--- src/rtl/b_io_l3_in_serialize_b_m_axi_wr_issuer.sv ---
// Write-command issuer for the B-port m_axi channel: one AW per command, zero-latency W pass-through.
// Optional B_IO_L3_WR_ISSUER_STATS_EN adds a saturating stall_cnt output.
module b_io_l3_in_serialize_b_m_axi_wr_issuer #(
  parameter int unsigned BUS_ADDR_WIDTH  = 32,
  parameter int unsigned BUS_DATA_WIDTH  = 32,
  parameter int unsigned MAX_OUTSTANDING = 4,
  parameter int unsigned CNT_WIDTH       = 32
) (
  input  logic                        ACLK,
  input  logic                        ARESET,
  input  logic                        ACLK_EN,
  input  logic [BUS_ADDR_WIDTH-1:0]   cmd_addr,
  input  logic [CNT_WIDTH-1:0]        cmd_len,
  input  logic                        cmd_valid,
  output logic                        cmd_ready,
  input  logic [BUS_DATA_WIDTH-1:0]   s_wdata,
  input  logic [BUS_DATA_WIDTH/8-1:0] s_wstrb,
  input  logic                        s_wvalid,
  output logic                        s_wready,
  output logic [BUS_ADDR_WIDTH-1:0]   out_HLS_AWADDR,
  output logic [31:0]                 out_HLS_AWLEN,
  output logic                        out_HLS_AWVALID,
  input  logic                        in_HLS_AWREADY,
  output logic [BUS_DATA_WIDTH-1:0]   out_HLS_WDATA,
  output logic [BUS_DATA_WIDTH/8-1:0] out_HLS_WSTRB,
  output logic                        out_HLS_WVALID,
  input  logic                        in_HLS_WREADY,
  input  logic                        in_HLS_BVALID,
  output logic                        out_HLS_BREADY,
  output logic                        busy,
  output logic [CNT_WIDTH-1:0]        done_cnt
`ifdef B_IO_L3_WR_ISSUER_STATS_EN
  ,
  output logic [31:0]                 stall_cnt
`endif
);

  localparam int unsigned OUT_W = $clog2(MAX_OUTSTANDING + 1);
  localparam logic [OUT_W-1:0] MAX_OUT = OUT_W'(MAX_OUTSTANDING);

  typedef enum logic [1:0] {StIdle, StIssue, StData} state_e;

  state_e                    state_q, state_d;
  logic [BUS_ADDR_WIDTH-1:0] addr_q, addr_d;
  logic [CNT_WIDTH-1:0]      len_q, len_d;
  logic [CNT_WIDTH-1:0]      beats_q, beats_d;
  logic [OUT_W-1:0]          outstanding_q, outstanding_d;
  logic [CNT_WIDTH-1:0]      done_q, done_d;
  logic                      aw_hs, w_hs, b_dec;

  assign out_HLS_AWADDR = addr_q;
  assign out_HLS_AWLEN  = 32'(len_q - CNT_WIDTH'(1));
  assign out_HLS_WDATA  = s_wdata;
  assign out_HLS_WSTRB  = s_wstrb;
  assign out_HLS_BREADY = 1'b1;
  assign busy           = (state_q != StIdle) || (outstanding_q != '0);
  assign done_cnt       = done_q;

  always_comb begin
    state_d         = state_q;
    addr_d          = addr_q;
    len_d           = len_q;
    beats_d         = beats_q;
    cmd_ready       = 1'b0;
    out_HLS_AWVALID = 1'b0;
    out_HLS_WVALID  = 1'b0;
    s_wready        = 1'b0;
    aw_hs           = 1'b0;
    w_hs            = 1'b0;
    unique case (state_q)
      StIdle: begin
        // Held low while reset is asserted so the reset-value view holds in that cycle.
        cmd_ready = !ARESET;
        if (cmd_valid && cmd_ready) begin
          addr_d  = cmd_addr;
          len_d   = cmd_len;
          beats_d = cmd_len;
          if (cmd_len != '0) state_d = StIssue;
        end
      end
      StIssue: begin
        // Outstanding can only fall while waiting here, so AWVALID never drops once raised.
        out_HLS_AWVALID = (outstanding_q < MAX_OUT);
        if (out_HLS_AWVALID && in_HLS_AWREADY) begin
          aw_hs   = 1'b1;
          state_d = StData;
        end
      end
      StData: begin
        out_HLS_WVALID = s_wvalid;
        s_wready       = in_HLS_WREADY;
        if (s_wvalid && in_HLS_WREADY) begin
          w_hs    = 1'b1;
          beats_d = beats_q - CNT_WIDTH'(1);
          if (beats_q == CNT_WIDTH'(1)) state_d = StIdle;
        end
      end
      default: state_d = StIdle;
    endcase
  end

  // Responses arriving with nothing outstanding are counted as done but not subtracted.
  assign b_dec = in_HLS_BVALID && (outstanding_q != '0);

  always_comb begin
    outstanding_d = outstanding_q;
    if (aw_hs && !b_dec)      outstanding_d = outstanding_q + OUT_W'(1);
    else if (!aw_hs && b_dec) outstanding_d = outstanding_q - OUT_W'(1);
    done_d = in_HLS_BVALID ? done_q + CNT_WIDTH'(1) : done_q;
  end

  always_ff @(posedge ACLK or posedge ARESET) begin
    if (ARESET) begin
      state_q       <= StIdle;
      addr_q        <= '0;
      len_q         <= '0;
      beats_q       <= '0;
      outstanding_q <= '0;
      done_q        <= '0;
    end else if (ACLK_EN) begin
      state_q       <= state_d;
      addr_q        <= addr_d;
      len_q         <= len_d;
      beats_q       <= beats_d;
      outstanding_q <= outstanding_d;
      done_q        <= done_d;
    end
  end

`ifdef B_IO_L3_WR_ISSUER_STATS_EN
  logic [31:0] stall_q, stall_d;
  logic        stall_ev;

  assign stall_ev = ((state_q == StIssue) && !out_HLS_AWVALID) ||
                    ((state_q == StData) && s_wvalid && !in_HLS_WREADY);

  always_comb begin
    stall_d = stall_q;
    if (stall_ev && (stall_q != '1)) stall_d = stall_q + 32'd1;
  end

  always_ff @(posedge ACLK or posedge ARESET) begin
    if (ARESET)       stall_q <= '0;
    else if (ACLK_EN) stall_q <= stall_d;
  end

  assign stall_cnt = stall_q;
`endif

endmodule

--- config.mk ---
export PLATFORM = sky130hd
export DESIGN_NAME = b_io_l3_in_serialize_b_m_axi_wr_issuer
export DESIGN_NICKNAME = d
export VERILOG_FILES = /design/src/rtl/b_io_l3_in_serialize_b_m_axi_wr_issuer.sv
export SDC_FILE = /design/constraint.sdc
export NUM_CORES = 1
export LEC_CHECK = 0
export ABC_AREA = 1
export ABC_CLOCK_PERIOD_IN_PS = 4100
export CAP_MARGIN = 20
export CORE_MARGIN = 10
export CORE_UTILIZATION = 43
export CTS_CLUSTER_SIZE = 24
export DETAILED_ROUTE_END_ITERATION = 7
export GPL_TIMING_DRIVEN = 0
export HOLD_SLACK_MARGIN = 0.03
export PLACE_DENSITY = 0.77
export SETUP_SLACK_MARGIN = 0.5
export SKIP_LAST_GASP = 1
export SLEW_MARGIN = 20
export SYNTH_ARGS = -nofsm -noshare
export SYNTH_HDL_FRONTEND = slang
export SYNTH_SLANG_ARGS = --single-unit
--- constraint.sdc ---
create_clock -name ACLK -period 4.1 [get_ports ACLK]
set_clock_uncertainty 0.15 [all_clocks]
set_input_delay 0.41 -clock ACLK [delete_from_list [all_inputs] [get_ports ACLK]]
set_output_delay 0.41 -clock ACLK [all_outputs]
set_load 0.03 [all_outputs]
==> impl_metrics.toml <==
[run_status]
status = "complete, no violations"

[setup_path]
reg2reg_to = "beats_q[14]"
worstPathRequired_ns = 3.54
worstRegToRegCells = 8
max_stage_delay_ns = 0.70
worstPathCellList = "inv_1, ha_1, inv_1, nor2_2, nand3b_1, nor3_2, xor2_1, clkdlybuf4s50_1"
slowest_stage = "clkdlybuf4s50_1"
path_delay_family = "buffers and inverters"
start_kind = "register"
crit_buf_inv = 3
cp.arrival_ns = 2.80
regToRegSetupSlack_ns = 1.94
r2r_start = "beats_q[0]"
critPathMaxFanout = 4
end_kind = "output port"
path_common_cell = "inv_1"
path_class = "register to output port"

[clocking]
cts_setup_buffers = 0
cts_sinks = 133
cts_buffers = 17
cts_max_path_buffers = 2
ctsHtreeMaxLevel = 4
worst_skew_pair.late_latency_ns = 0.43
path_clk_slew_ns = 0.07
cts_tree = "built"
clockRootBuffer = "clkbuf_16"

[yosys]
yosysUniqueCellTypes = 35
yosysMostFrequentCell = "nand2_1"
netlist_area_um2 = 8115
syn_nets = 1210
ys_async_sr_fraction = 1.000
yosysWarnings = 0
ys_top_cells_by_area = "dfrtp_1, nand2_1, nor2_1"
ys_ff_latch = 133
yosysTopAreaCellShare = 0.4101
synth-edff-count = 0
synth_common_cells = "nand2_1, nor2_1, dfrtp_1, inv_1, o21ai_0"
synth.avg_cell_area_um2 = 7.404
synth_top_area_cell = "dfrtp_1"
synthFlopType = "dfrtp_1"
synthCells = 1096
seq_area_frac_synth = 0.4101

[routing]
drt_iter0_markers = 592
dr.pass1.iters = 6
viasPerCell = 5.035
wl_per_cell_um = 16.14
drc = 0
route.vias.total = 7925
antenna_left = 0
wl_mm = 25.40

[grt]
grt_use_total = 0.2006
grt_pass1_wl_mm = 39.92
grt_max_degree = 33
overflow = 0
grt_pass1_vias = 7860
antenna_found_initial = 0

[worst_hold_path]
hold_class = "input port to asynchronous set/reset pin"

[pwr]
total_power_w = 0.007352
power_density_nw_per_um2 = 658.4
vdd_ir_drop_max_mv = 0.4424
p_leak_nw = 5.067

[job]
max_cap_viol_count = 0

[floorplanning]
chipHeight_um = 157.4
row_count = 50
core_area_um2 = 18640
dieArea_um2 = 24770
io_pins = 246
start_util = 0.4353
die_w_um = 157.4

[timing]
worst_slew_pin_slew_ns = 0.5892
max_freq_ghz = 0.2978
finalSetupTns_ns = 0
min_period_ns = 3.358
setup_viol = 0
rsz0062_at_grt = "false"
hold_viol_final = 0
fin_crit_sh = 0.8191
relSlewSlack = 0.6072
final_max_slew_viol_count = 0
postLayoutSetupSlackWorst_ns = 0.7418

[placement]
place_congestion = 0.9693
hpwl_mm = 20.29
portBuffers = 208
post-place-ws_ns = 1.094

[cells_and_area]
antenna_cells = 0
drive_gt1_frac = 0.1119
area_delta_synth_final_pct = 37.59
final_nets = 1441
layout make-up:
type	count	area, µm²
Fill cell	1668	7477
Multi-Input combinational cell	774	3914
Sequential cell	133	3328
Timing Repair Buffer	212	2165
Inverter	128	484.2
Clock buffer	17	425.4
Buffer	61	392.9
Tap cell	234	292.8
Clock inverter	15	163.9
worst max path at each step:
stage / from / end / slack (ns) / cells past startpoint
2_1_floorplan: len_q[0] / out_HLS_AWLEN[28] / 1.50 / 9
3_3_place_gp: ARESET / done_cnt[18] / 0.56 / 2
3_5_place_dp: len_q[0] / out_HLS_AWLEN[28] / 1.09 / 10
4_1_cts: len_q[0] / out_HLS_AWLEN[28] / 0.63 / 10
5_1_grt: len_q[0] / out_HLS_AWLEN[26] / 0.58 / 9
6_report: len_q[0] / out_HLS_AWLEN[18] / 0.74 / 8
layer usage:
metal / routed length [µm] / GRT usage / up-vias
met4: 407 / 0.05699 / 0
met2: 11830 / 0.3295 / 348
met1: 10410 / 0.2424 / 3652
met5: 0 / 0 / -
li1: - / - / 3886
met3: 2758 / 0.07178 / 39
repair_timing:
| action | 4_1_cts | 5_1_grt |
|---|---|---|
| hold buffers | 0 | 0 |
| resized for setup | 0 | 1 |
| endpoints found under the setup margin | 0 | 1 |
through the flow:
step	util	cell area (µm²)	cells	hold slack, ns
2_1_floorplan	-	8119	1096	0.3181
3_3_place_gp	0.5629	10490	1538	0.3370
3_5_place_dp	0.5672	10570	1542	0.3429
4_1_cts	0.5988	11160	1574	0.3066
5_1_grt	0.5989	11170	1574	0.3268
6_report	0.5989	11170	1574	0.2980
worst register-to-register path, delay by kind of cell (launching register included):
kind	cells	cell delay, ns
and+or+nand+nor	3	0.69
DFF	1	0.38
AOI/OAI and AO/OA	1	0.17
xor gates and xnor gates	1	0.19
buffers and inverters	2	0.20
adders and majority gates	1	0.27
where the power goes:
group	switching (W)	total [W]	internal [W]	leakage [nW]
combinational	0.00211	0.00350	0.00139	3.16
clock	0.000664	0.00153	0.000864	0.286
sequential	0.000497	0.00232	0.00183	1.63
registers in the layout, summed over array words and instances (netlist names):
| signal | flops |
|---|---|
| state_q | 2 |
| outstanding_q | 3 |
| len_q | 32 |
| done_cnt | 32 |
| beats_q | 32 |
| out_HLS_AWADDR | 32 |
layout by cell type, fill, tap and decap left out, drive strengths merged, types with 5 or more instances in the layout:
cell           count
nor3              23
inv              136
ha                 5
dfrtp            133
clkbuf            25
xor2              40
buf               57
o21ai             74
a21oi             35
nand2            287
xnor2             13
nand3b             6
nand3             50
mux2              34
nor2             179
nand4             14
clkdlybuf4s50    207
cells by family after synthesis:
kind of cell	count (synthesis)	share of synthesized area
fa+ha+maj	6	0.01018
other cells	1	0.0004621
mux	34	0.04718
xor+xnor	53	0.05720
compound gates	116	0.07385
flops	133	0.4101
buf+inv	189	0.1076
simple gates	564	0.2934
Power figures use the tool's default switching activity.
